==> src/rtl/fifo_wr_feeder.sv <==
`default_nettype none
// ============================================================================
// Module  : fifo_wr_feeder
// Brief   : Write-side stream front end for the async FIFO: 2-entry skid
//           buffer, lag-compensated overflow guard, registered fill level.
// Rev     : 1.0  initial release
// ============================================================================
module fifo_wr_feeder #(
    parameter int D_WIDTH   = 8,
    parameter int P_SIZE    = 5,
    parameter int AF_THRESH = 12
) (
    input  logic               w_clk,
    input  logic               w_rstn,
    input  logic               s_valid,
    input  logic [D_WIDTH-1:0] s_data,
    output logic               s_ready,
    input  logic               full,
    input  logic [P_SIZE-1:0]  gray_w_ptr,
    input  logic [P_SIZE-1:0]  sync_rd_ptr,
    output logic               w_inc,
    output logic [D_WIDTH-1:0] w_data,
    output logic [P_SIZE-1:0]  w_level,
    output logic               almost_full
);

    localparam int                DEPTH   = 2 ** (P_SIZE - 1);
    localparam logic [P_SIZE-1:0] C_DEPTH = P_SIZE'(DEPTH);
    localparam logic [P_SIZE-1:0] C_AF    = P_SIZE'(AF_THRESH);

    function automatic logic [P_SIZE-1:0] gray2bin(input logic [P_SIZE-1:0] g);
        logic [P_SIZE-1:0] b;
        b[P_SIZE-1] = g[P_SIZE-1];
        for (int i = P_SIZE - 2; i >= 0; i--) begin
            b[i] = b[i+1] ^ g[i];
        end
        return b;
    endfunction

    logic               r_out_valid;
    logic [D_WIDTH-1:0] r_out_data;
    logic               r_skid_valid;
    logic [D_WIDTH-1:0] r_skid_data;
    logic               r_s_ready;
    logic               r_inc_q;
    logic [P_SIZE-1:0]  r_level;
    logic               r_af;

    logic [P_SIZE-1:0]  w_raw_level;
    logic [P_SIZE-1:0]  w_eff_level;
    logic               w_can_write;
    logic               w_write;
    logic               w_accept;
    logic               w_out_valid_nxt;
    logic [D_WIDTH-1:0] w_out_data_nxt;
    logic               w_skid_valid_nxt;
    logic [D_WIDTH-1:0] w_skid_data_nxt;

    // gray_w_ptr trails the real write count by one cycle; r_inc_q covers
    // the write that is committed but not yet visible.
    assign w_raw_level = gray2bin(gray_w_ptr) - gray2bin(sync_rd_ptr);
    assign w_eff_level = w_raw_level + {{(P_SIZE-1){1'b0}}, r_inc_q};
    assign w_can_write = !full && (w_eff_level < C_DEPTH);
    assign w_write     = r_out_valid && w_can_write;
    assign w_accept    = s_valid && r_s_ready;

    always_comb begin
        w_out_valid_nxt  = r_out_valid;
        w_out_data_nxt   = r_out_data;
        w_skid_valid_nxt = r_skid_valid;
        w_skid_data_nxt  = r_skid_data;
        if (!r_out_valid || w_write) begin
            if (r_skid_valid) begin
                w_out_valid_nxt  = 1'b1;
                w_out_data_nxt   = r_skid_data;
                w_skid_valid_nxt = w_accept;
                if (w_accept) begin
                    w_skid_data_nxt = s_data;
                end
            end else if (w_accept) begin
                w_out_valid_nxt = 1'b1;
                w_out_data_nxt  = s_data;
            end else begin
                w_out_valid_nxt = 1'b0;
            end
        end else if (w_accept) begin
            w_skid_valid_nxt = 1'b1;
            w_skid_data_nxt  = s_data;
        end
    end

    // r_s_ready resets low and first rises on the edge after reset release,
    // so it doubles as the reset-done marker.
    always_ff @(posedge w_clk or negedge w_rstn) begin
        if (!w_rstn) begin
            r_out_valid  <= 1'b0;
            r_out_data   <= '0;
            r_skid_valid <= 1'b0;
            r_skid_data  <= '0;
            r_s_ready    <= 1'b0;
            r_inc_q      <= 1'b0;
            r_level      <= '0;
            r_af         <= 1'b0;
        end else begin
            r_out_valid  <= w_out_valid_nxt;
            r_out_data   <= w_out_data_nxt;
            r_skid_valid <= w_skid_valid_nxt;
            r_skid_data  <= w_skid_data_nxt;
            r_s_ready    <= !w_skid_valid_nxt;
            r_inc_q      <= w_write;
            r_level      <= w_eff_level;
            r_af         <= (w_eff_level >= C_AF);
        end
    end

    assign s_ready     = r_s_ready;
    assign w_inc       = w_write;
    assign w_data      = r_out_data;
    assign w_level     = r_level;
    assign almost_full = r_af;

endmodule
`default_nettype wire

==> config.mk <==
export PLATFORM = sky130hd
export DESIGN_NAME = fifo_wr_feeder
export DESIGN_NICKNAME = d
export VERILOG_FILES = /design/src/rtl/fifo_wr_feeder.sv
export SDC_FILE = /design/constraint.sdc
export NUM_CORES = 1
export LEC_CHECK = 0
export BUFFER_PORTS_ARGS = -buffer_cell sky130_fd_sc_hd__buf_2
export CAP_MARGIN = 10
export CORE_ASPECT_RATIO = 0.5
export CORE_UTILIZATION = 45
export DETAILED_ROUTE_END_ITERATION = 7
export HOLD_SLACK_MARGIN = 0.15
export PLACE_DENSITY_LB_ADDON = 0.05
export SYNTH_ARGS = -nofsm -noshare
export SYNTH_HDL_FRONTEND = slang
export SYNTH_SLANG_ARGS = --single-unit
==> constraint.sdc <==
create_clock -name w_clk -period 3.05 [get_ports w_clk]
set_clock_uncertainty 0.2 [all_clocks]
set_input_delay 0.1525 -clock w_clk [delete_from_list [all_inputs] [get_ports w_clk]]
set_output_delay 0.1525 -clock w_clk [all_outputs]
set_load 0.01 [all_outputs]
==> results of run 1 <==
## final timing paths
path,start,endpoint,slack (ns),depth (start not counted)
setup / recovery,gray_w_ptr[3],r_skid_data[0],-0.08,16
hold / removal,w_rstn,r_skid_data[3],0.22,2
setup reg to reg,r_inc_q,r_skid_data[0],0.53,9
hold reg to reg,w_data[1],w_data[1],0.31,1
max in group asynchronous,w_rstn,w_level[3],2.04,2
min in group w_clk,w_data[1],w_data[1],0.31,1
## cells in the mapped netlist
| master | n | area, µm² |
|---|---|---|
| and2_1 | 1 | 6.26 |
| fa_1 | 1 | 20.0 |
| or2_2 | 1 | 6.26 |
| nand2_1 | 2 | 7.51 |
| xor2_1 | 7 | 61.3 |
| inv_1 | 2 | 7.51 |
| clkbuf_1 | 1 | 3.75 |
| a21oi_2 | 1 | 8.76 |
| o21ai_0 | 2 | 10.0 |
| dfrtp_1 | 26 | 651 |
| mux2_2 | 24 | 270 |
| a21o_2 | 1 | 8.76 |
| ha_1 | 8 | 100 |
| o22ai_2 | 1 | 12.5 |
| xnor2_2 | 1 | 16.3 |
| o31ai_4 | 1 | 21.3 |
| o21a_1 | 1 | 7.51 |
| xnor2_1 | 5 | 43.8 |
| a21o_1 | 2 | 15.0 |
| o211a_1 | 1 | 10.0 |
| a21oi_1 | 2 | 10.0 |
| nor2_1 | 1 | 3.75 |
## repair_timing
| action | 4_1_cts | 5_1_grt |
|---|---|---|
| pin swaps | 6 | 13 |
| gates resized for setup | 12 | 20 |
| buffers inserted | 6 | 3 |
| hold buffers | 11 | 0 |
| hold endpoints to repair | 44 | 0 |
| setup endpoints to repair | 15 | 19 |
## layout make-up
| type | count | area, µm² |
|---|---|---|
| flip-flops and latches | 26 | 651 |
| clock buffers | 3 | 41.3 |
| multi-input cells | 63 | 782 |
| repair buffers | 75 | 556 |
| well taps | 37 | 46.3 |
| clock inverters | 1 | 30.0 |
| inverters | 2 | 7.51 |
| fillers | 170 | 554 |
## power groups by stage
stage                     Sequential [mW]  Combinational, mW  Clock [mW]
after global placement              0.636              0.907           0
final                               0.647               1.14       0.279
after global routing                0.666               1.24       0.299
after CTS                           0.638               1.01       0.286
after detailed placement            0.640              0.924           0
after floorplan                     0.658              0.560           0
## state kept, by name, summed over array words and instances, names as in the netlist
signal and flops:
almost_full 1, r_inc_q 1, r_out_valid 1, r_skid_data 8, r_skid_valid 1, s_ready 1, w_data 8, w_level 5
## cells by family after synthesis
logic type	synth area share
flip-flops	0.500
multiplexers	0.208
XOR/XNOR	0.0933
AO/OA/AOI/OAI	0.0798
adder cells (fa/ha/maj)	0.0923
AND/OR/NAND/NOR	0.0183
buffers and inverters	0.00865
## metal layers
| metal | up-vias | global-route usage |
|---|---|---|
| met5 | - | 0 |
| met4 | 0 | 0.0278 |
| met3 | 2 | 0.0568 |
| met2 | 26 | 0.362 |
| met1 | 467 | 0.210 |
| li1 | 479 | - |
## stage by stage
stage / total power, mW / hold WS, ns / instance area (µm²) / worst slack (ns)
global route: 2.20 / 0.261 / 2110 / -0.240
finish: 2.07 / 0.217 / 2110 / -0.0769
CTS: 1.94 / 0.216 / 2000 / -0.0924
global placement: 1.54 / -0.0224 / 1730 / -0.350
detailed placement: 1.56 / -0.0205 / 1730 / -0.393
floorplan: 1.22 / -0.343 / 1360 / -0.249
==> results.json, run 1 <==
{
  "row_count": 13,
  "crit_required_ns": 3.01,
  "clockRootBuffer": "clkbuf_8",
  "end_kind": "flop",
  "pwr-share-seq": 0.313,
  "hold_class": "primary input to async pin",
  "initial_core_util": 0.488,
  "io_buffers": 37,
  "clkSlewWorstSetupHoldPaths_ns": 0.09,
  "placed_cells": 183,
  "fp.dieW_um": 78.1,
  "wl_met3_um": 93,
  "crit_top_cell": "buf_6",
  "slew_headroom": 0.612,
  "outcome": "complete, but fails checks",
  "cp-start-kind": "primary input",
  "finalNonFillerCells": 207,
  "worst_path_max_delay_cell": "fa_2",
  "setup_viol": 13,
  "cts_sinks": 26,
  "synth_fp_nets": 123,
  "p_leak_nw": 1.05,
  "chipHeight_um": 40.0,
  "wl_met1_um": 1200,
  "crit_path_max_fanout": 6,
  "first_pass_iters": 4,
  "drc": 0,
  "slew_violations": 0,
  "postRouteAntennaNets": 0,
  "avgSynthCellArea_um2": 14.1,
  "ys_ff_latch": 26,
  "yosysWarnings": 0,
  "grt_pass1_wl_um": 4110,
  "grt_usage": 0.183,
  "final_cell_mix": "buf_2, dfrtp_1, buf_4",
  "intPower_mw": 1.41,
  "period_minus_slack_ns": 3.13,
  "io_pins": 38,
  "swShare": 0.318,
  "grt_max_degree": 27,
  "rsz0062_at_grt": "true",
  "gp_congestion": 0.713,
  "netlist_area_um2": 1300,
  "finalSetupTns_ns": -0.595,
  "dp_hpwl_um": 1770,
  "antenna_found_initial": 0,
  "fmax_mhz": 320,
  "fin_util": 0.792,
  "seq_area_frac_synth": 0.500,
  "cap_violations": 0,
  "num_vias": 974,
  "final.setup.worst_slack_ns": -0.0769,
  "violations": "negative setup slack",
  "cts_buffer_depth": 2,
  "critPathMaxStageDelay_ns": 0.33,
  "combPwrFrac": 0.552,
  "post-route-period-util": 1.03,
  "cp.arrival_ns": 3.09,
  "tightest_slew_ns": 0.582,
  "fin_nets": 202,
  "met2WireLength_um": 1450,
  "syn2layout_area_growth_pct": 62.4,
  "drt_iter0_drc": 26,
  "p_sw_mw": 0.657,
  "overflow": 0,
  "core_um2": 2670,
  "wl_per_cell_um": 13.3,
  "drive_gt1_frac": 0.629,
  "ys_types": 22,
  "hold_viol": 0,
  "p_per_area_nw_per_um2": 978,
  "synthCells": 92,
  "cts_tree": "done",
  "cts_made_buffers": 3,
  "cts_max_level": 1,
  "clkLatencyLatePin_ns": 0.27,
  "power_frac_clock": 0.135,
  "routed_wl_um": 2750,
  "dieArea_um2": 3120,
  "path_cells": "buf_6, xor2_4, xor2_2, xor2_1, xnor2_1, ha_1, inv_1, ha_2, fa_2, a21o_1, a21oi_2, xnor2_2, buf_4, o31ai_4, buf_6, mux2_4",
  "via_per_inst": 4.71,
  "ir_drop_v": 0.000453,
  "n_antenna_cell": 0,
  "routed.top_layer": "met4",
  "first_global_vias": 935,
  "critPathTopFamily": "XOR/XNOR gates",
  "path_buf_inv": 4,
  "critical_path_class": "primary input to flop",
  "layout_commonest_cell": "buf_2"
}
Power figures use the tool's default switching activity.
==> run 2: changes to the inputs <==
- SKIP_CTS_REPAIR_TIMING: unset -> 1
==> run 2 against run 1 <==
Setup slack got worse by 0.013 ns. Largest cell class unchanged. Utilization decreased by 3.9 points. Critical endpoint unchanged. Largest power group unchanged. Global-route usage decreased by 1.8 points. Non-clock buffer count decreased by 4. The run still ends with negative setup slack left. Maximum frequency decreased by 0.42%. Clock power about the same.
==> results.json, run 2 (synthesis results as in run 1) <==
{
  "path_buf_inv": 4,
  "n_antenna_cell": 0,
  "crit_required_ns": 3.01,
  "fill_cells": 181,
  "critPathTopFamily": "XOR/XNOR gates",
  "postRouteAntennaNets": 0,
  "place_area_um2": 1730,
  "core_um2": 2670,
  "cp-start-kind": "primary input",
  "dieArea_um2": 3120,
  "setup_viol": 17,
  "via_per_inst": 4.64,
  "tightest_slew_ns": 0.576,
  "overflow": 0,
  "drc": 0,
  "power.total_mw": 1.91,
  "period_minus_slack_ns": 3.14,
  "io_buffers": 37,
  "fin_nets": 198,
  "num_vias": 941,
  "fmax_mhz": 318,
  "path_cells": "buf_6, xor2_2, xor2_1, xor2_1, xnor2_1, ha_1, inv_1, ha_2, fa_2, a21o_1, a21oi_2, xnor2_2, buf_4, o31ai_4, buf_6, mux2_4",
  "initial_core_util": 0.488,
  "crit_path_max_fanout": 6,
  "hold_viol": 0,
  "hold_class": "primary input to async pin",
  "syn2layout_area_growth_pct": 54.3,
  "routed_wl_um": 2430,
  "outcome": "complete, but fails checks",
  "cts_sinks": 26,
  "io_pins": 38,
  "cts_max_level": 1,
  "grt_pass1_wl_um": 3730,
  "ir_drop_v": 0.000417,
  "gp_congestion": 0.713,
  "first_pass_iters": 4,
  "cts_made_buffers": 3,
  "final.setup.worst_slack_ns": -0.0900,
  "grt_max_degree": 27,
  "dp_hpwl_um": 1770,
  "clkLatencyLatePin_ns": 0.27,
  "clockRootBuffer": "clkbuf_8",
  "cap_violations": 0,
  "cts_buffer_depth": 2,
  "final_cell_mix": "buf_2, dfrtp_1, buf_4",
  "violations": "negative setup slack",
  "worst_path_max_delay_cell": "fa_2",
  "post-route-period-util": 1.03,
  "drt_iter0_drc": 15,
  "cp.arrival_ns": 3.10,
  "antenna_found_initial": 0,
  "grt_usage": 0.165,
  "rsz0062_at_grt": "true",
  "drive_gt1_frac": 0.620,
  "chipHeight_um": 40.0,
  "wl_per_cell_um": 12.0,
  "p_per_area_nw_per_um2": 952,
  "first_global_vias": 842,
  "slew_headroom": 0.616,
  "critPathMaxStageDelay_ns": 0.33,
  "p_leak_nw": 0.990,
  "row_count": 13,
  "final_cell_area_um2": 2010,
  "critical_path_class": "primary input to flop",
  "layout_commonest_cell": "buf_2",
  "end_kind": "flop",
  "slew_violations": 0,
  "fp.dieW_um": 78.1,
  "cts_tree": "done",
  "clkSlewWorstSetupHoldPaths_ns": 0.09
}
-- run 2: cell count changes in the layout (fill, tap and decap cells not counted), moves of 2 or more --
| cell | change |
|---|---|
| mux2_2 | +8 |
| mux2_4 | -8 |
| buf_8 | -2 |
| buf_4 | -3 |
-- run 2: layer usage --
metal  routed length (µm)  vias up  global-route usage
met2                 1200       25               0.300
met5                    0        -                   0
li1                     -      469                   -
met4                    0        0              0.0278
met1                 1150      447               0.201
met3                   84        0              0.0568
-- run 2: worst reg2reg max path: stages (launching register included) --
cell	delay (ns)
dfrtp_1	0.39
ha_2	0.20
fa_2	0.33
a21o_1	0.17
a21oi_2	0.16
xnor2_2	0.09
buf_4	0.15
o31ai_4	0.21
buf_6	0.18
mux2_4	0.30
-- run 2: stage by stage --
stage           util  cells  hold slack, ns  setup TNS, ns  setup slack [ns]
2_1_floorplan      -     92          -0.343          -2.39            -0.249
3_3_place_gp   0.647    183         -0.0224          -5.59            -0.350
3_5_place_dp   0.647    183         -0.0205          -6.48            -0.393
4_1_cts        0.674    187          -0.321          -1.05            -0.258
5_1_grt        0.753    203           0.261          -3.11            -0.226
6_report       0.753    203           0.214          -1.00           -0.0900
-- run 2: area by class of cell --
class | count | area, µm² | area share
multi-input combinational | 63 | 724 | 0.361
clock buffer | 3 | 41.3 | 0.0206
inverter | 2 | 7.51 | 0.00374
sequential | 26 | 651 | 0.324
tap | 37 | 46.3 | 0.0231
timing repair buffer | 71 | 508 | 0.253
clock inverter | 1 | 30.0 | 0.0150
-- run 2: final timing paths --
kind | from | end | slack [ns] | cells after the start
max reg2reg | r_inc_q | r_skid_data[0] | 0.57 | 9
min | w_rstn | r_skid_data[3] | 0.21 | 2
max | gray_w_ptr[3] | r_skid_data[0] | -0.09 | 16
min reg2reg | w_data[4] | w_data[4] | 0.31 | 1
max in group asynchronous | w_rstn | w_level[0] | 2.04 | 2
min in group w_clk | sync_rd_ptr[4] | w_level[4] | 0.30 | 5
-- run 2: report_power, final --
group | leakage [nW] | internal [mW] | total [mW] | switching, mW
registers | 0.304 | 0.525 | 0.638 | 0.113
clock network | 0.0357 | 0.175 | 0.279 | 0.103
logic | 0.651 | 0.611 | 0.995 | 0.385
==> run 3: changes to the inputs <==
- REMOVE_ABC_BUFFERS: unset -> 1
==> run 3 against run 2 <==
The run still ends with negative setup slack left. First-iteration DRC count fell by 20%. Register-to-register slack got worse by 0.05 ns. Flip-flop and latch count did not move. Wire length rose by 3.7%. Global-route usage fell by 0.53 points. Critical path depth did not move. Sequential share of layout area fell by 0.38 points. Non-clock buffer count rose by 4. Sequential power barely moved. Clock power barely moved. Die area did not move. Critical endpoint unchanged. Largest cell class unchanged. Largest power group unchanged.
==> results.json, run 3 (synthesis results as in run 1) <==
{
  "wl_met1_um": 1110,
  "post-route-period-util": 1.04,
  "finalSetupTns_ns": -1.18,
  "end_kind": "flop",
  "critical_path_class": "primary input to flop",
  "grt_pass1_wl_um": 3710,
  "dieArea_um2": 3120,
  "cts_made_buffers": 3,
  "cts_max_level": 1,
  "drive_gt1_frac": 0.618,
  "hold_class": "primary input to async pin",
  "ir_drop_v": 0.000426,
  "clockRootBuffer": "clkbuf_8",
  "fmax_mhz": 314,
  "power.total_mw": 1.94,
  "wl_per_cell_um": 12.2,
  "final.setup.worst_slack_ns": -0.130,
  "p_per_area_nw_per_um2": 956,
  "dp_hpwl_um": 1730,
  "first_pass_iters": 3,
  "initial_core_util": 0.488,
  "cts_sinks": 26,
  "final_cell_mix": "buf_2, dfrtp_1, buf_4",
  "met2WireLength_um": 1330,
  "core_um2": 2670,
  "slew_violations": 0,
  "finalNonFillerCells": 207,
  "syn2layout_area_growth_pct": 56.2,
  "placed_cells": 185,
  "wl_met3_um": 79,
  "fin_util": 0.762,
  "place_area_um2": 1680,
  "outcome": "complete, but fails checks",
  "grt_max_degree": 27,
  "cap_violations": 0,
  "clkLatencyLatePin_ns": 0.27,
  "rsz0062_at_grt": "true",
  "io_buffers": 37,
  "cp.arrival_ns": 3.14,
  "n_antenna_cell": 0,
  "layout_commonest_cell": "buf_2",
  "drc": 0,
  "cts_buffer_depth": 2,
  "row_count": 13,
  "slew_headroom": 0.619,
  "grt_usage": 0.160,
  "violations": "negative setup slack",
  "gp_congestion": 0.722,
  "postRouteAntennaNets": 0,
  "hold_viol": 0,
  "antenna_found_initial": 0,
  "routed_wl_um": 2520,
  "period_minus_slack_ns": 3.18,
  "num_vias": 957,
  "p_leak_nw": 1.01,
  "first_global_vias": 842,
  "fp.dieW_um": 78.1,
  "tightest_slew_ns": 0.571,
  "chipHeight_um": 40.0,
  "clkSlewWorstSetupHoldPaths_ns": 0.09,
  "cp-start-kind": "primary input",
  "crit_path_max_fanout": 6,
  "routed.top_layer": "met3",
  "via_per_inst": 4.62,
  "drt_iter0_drc": 12,
  "final_cell_area_um2": 2030,
  "overflow": 0,
  "io_pins": 38,
  "cts_tree": "done",
  "setup_viol": 16,
  "crit_required_ns": 3.01,
  "fin_nets": 202
}
==> run 3: worst paths after layout <==
kind | start | end | slack [ns] | cells after the start
hold / removal | w_rstn | w_data[3] | 0.23 | 2
min in group w_clk | sync_rd_ptr[0] | w_level[0] | 0.31 | 5
setup reg to reg | r_inc_q | r_skid_data[0] | 0.52 | 9
setup / recovery | gray_w_ptr[3] | r_skid_data[0] | -0.13 | 16
hold reg to reg | w_data[6] | w_data[6] | 0.31 | 1
max in group asynchronous | w_rstn | w_data[5] | 2.05 | 2
==> run 3: worst max-delay path, cell delays in order <==
cell	delay (ns)
buf_6	0.09
xor2_2	0.17
xor2_1	0.24
xor2_1	0.23
xnor2_1	0.11
ha_1	0.29
inv_1	0.04
ha_2	0.17
fa_2	0.34
a21o_1	0.17
a21oi_2	0.16
xnor2_2	0.08
buf_4	0.16
o31ai_4	0.26
buf_6	0.18
mux2_4	0.30
==> run 3: layer usage <==
layer | GRT usage | up-vias
met5 | 0 | -
met4 | 0.0278 | 0
met3 | 0.0409 | 0
met2 | 0.322 | 22
met1 | 0.183 | 456
li1 | - | 479
==> run 3: layout make-up <==
cell class / count / area, µm²
clock buffers: 3 / 41.3
clock inverters: 1 / 30.0
fillers: 184 / 636
inverters: 2 / 7.51
multi-input cells: 63 / 718
flip-flops and latches: 26 / 651
well taps: 37 / 46.3
repair buffers: 75 / 538
==> run 3: metrics by stage <==
stage	hold slack, ns	setup WS [ns]
2_1_floorplan	-0.343	-0.378
3_3_place_gp	-0.0191	-0.529
3_5_place_dp	-0.0206	-0.610
4_1_cts	-0.321	-0.483
5_1_grt	0.273	-0.305
6_report	0.226	-0.130
==> run 3: report_power, final <==
part           leakage (nW)  internal [mW]  switching [mW]
logic                 0.668          0.631           0.397
clock network        0.0357          0.176           0.105
registers             0.304          0.525           0.110
total                  1.01           1.33           0.611
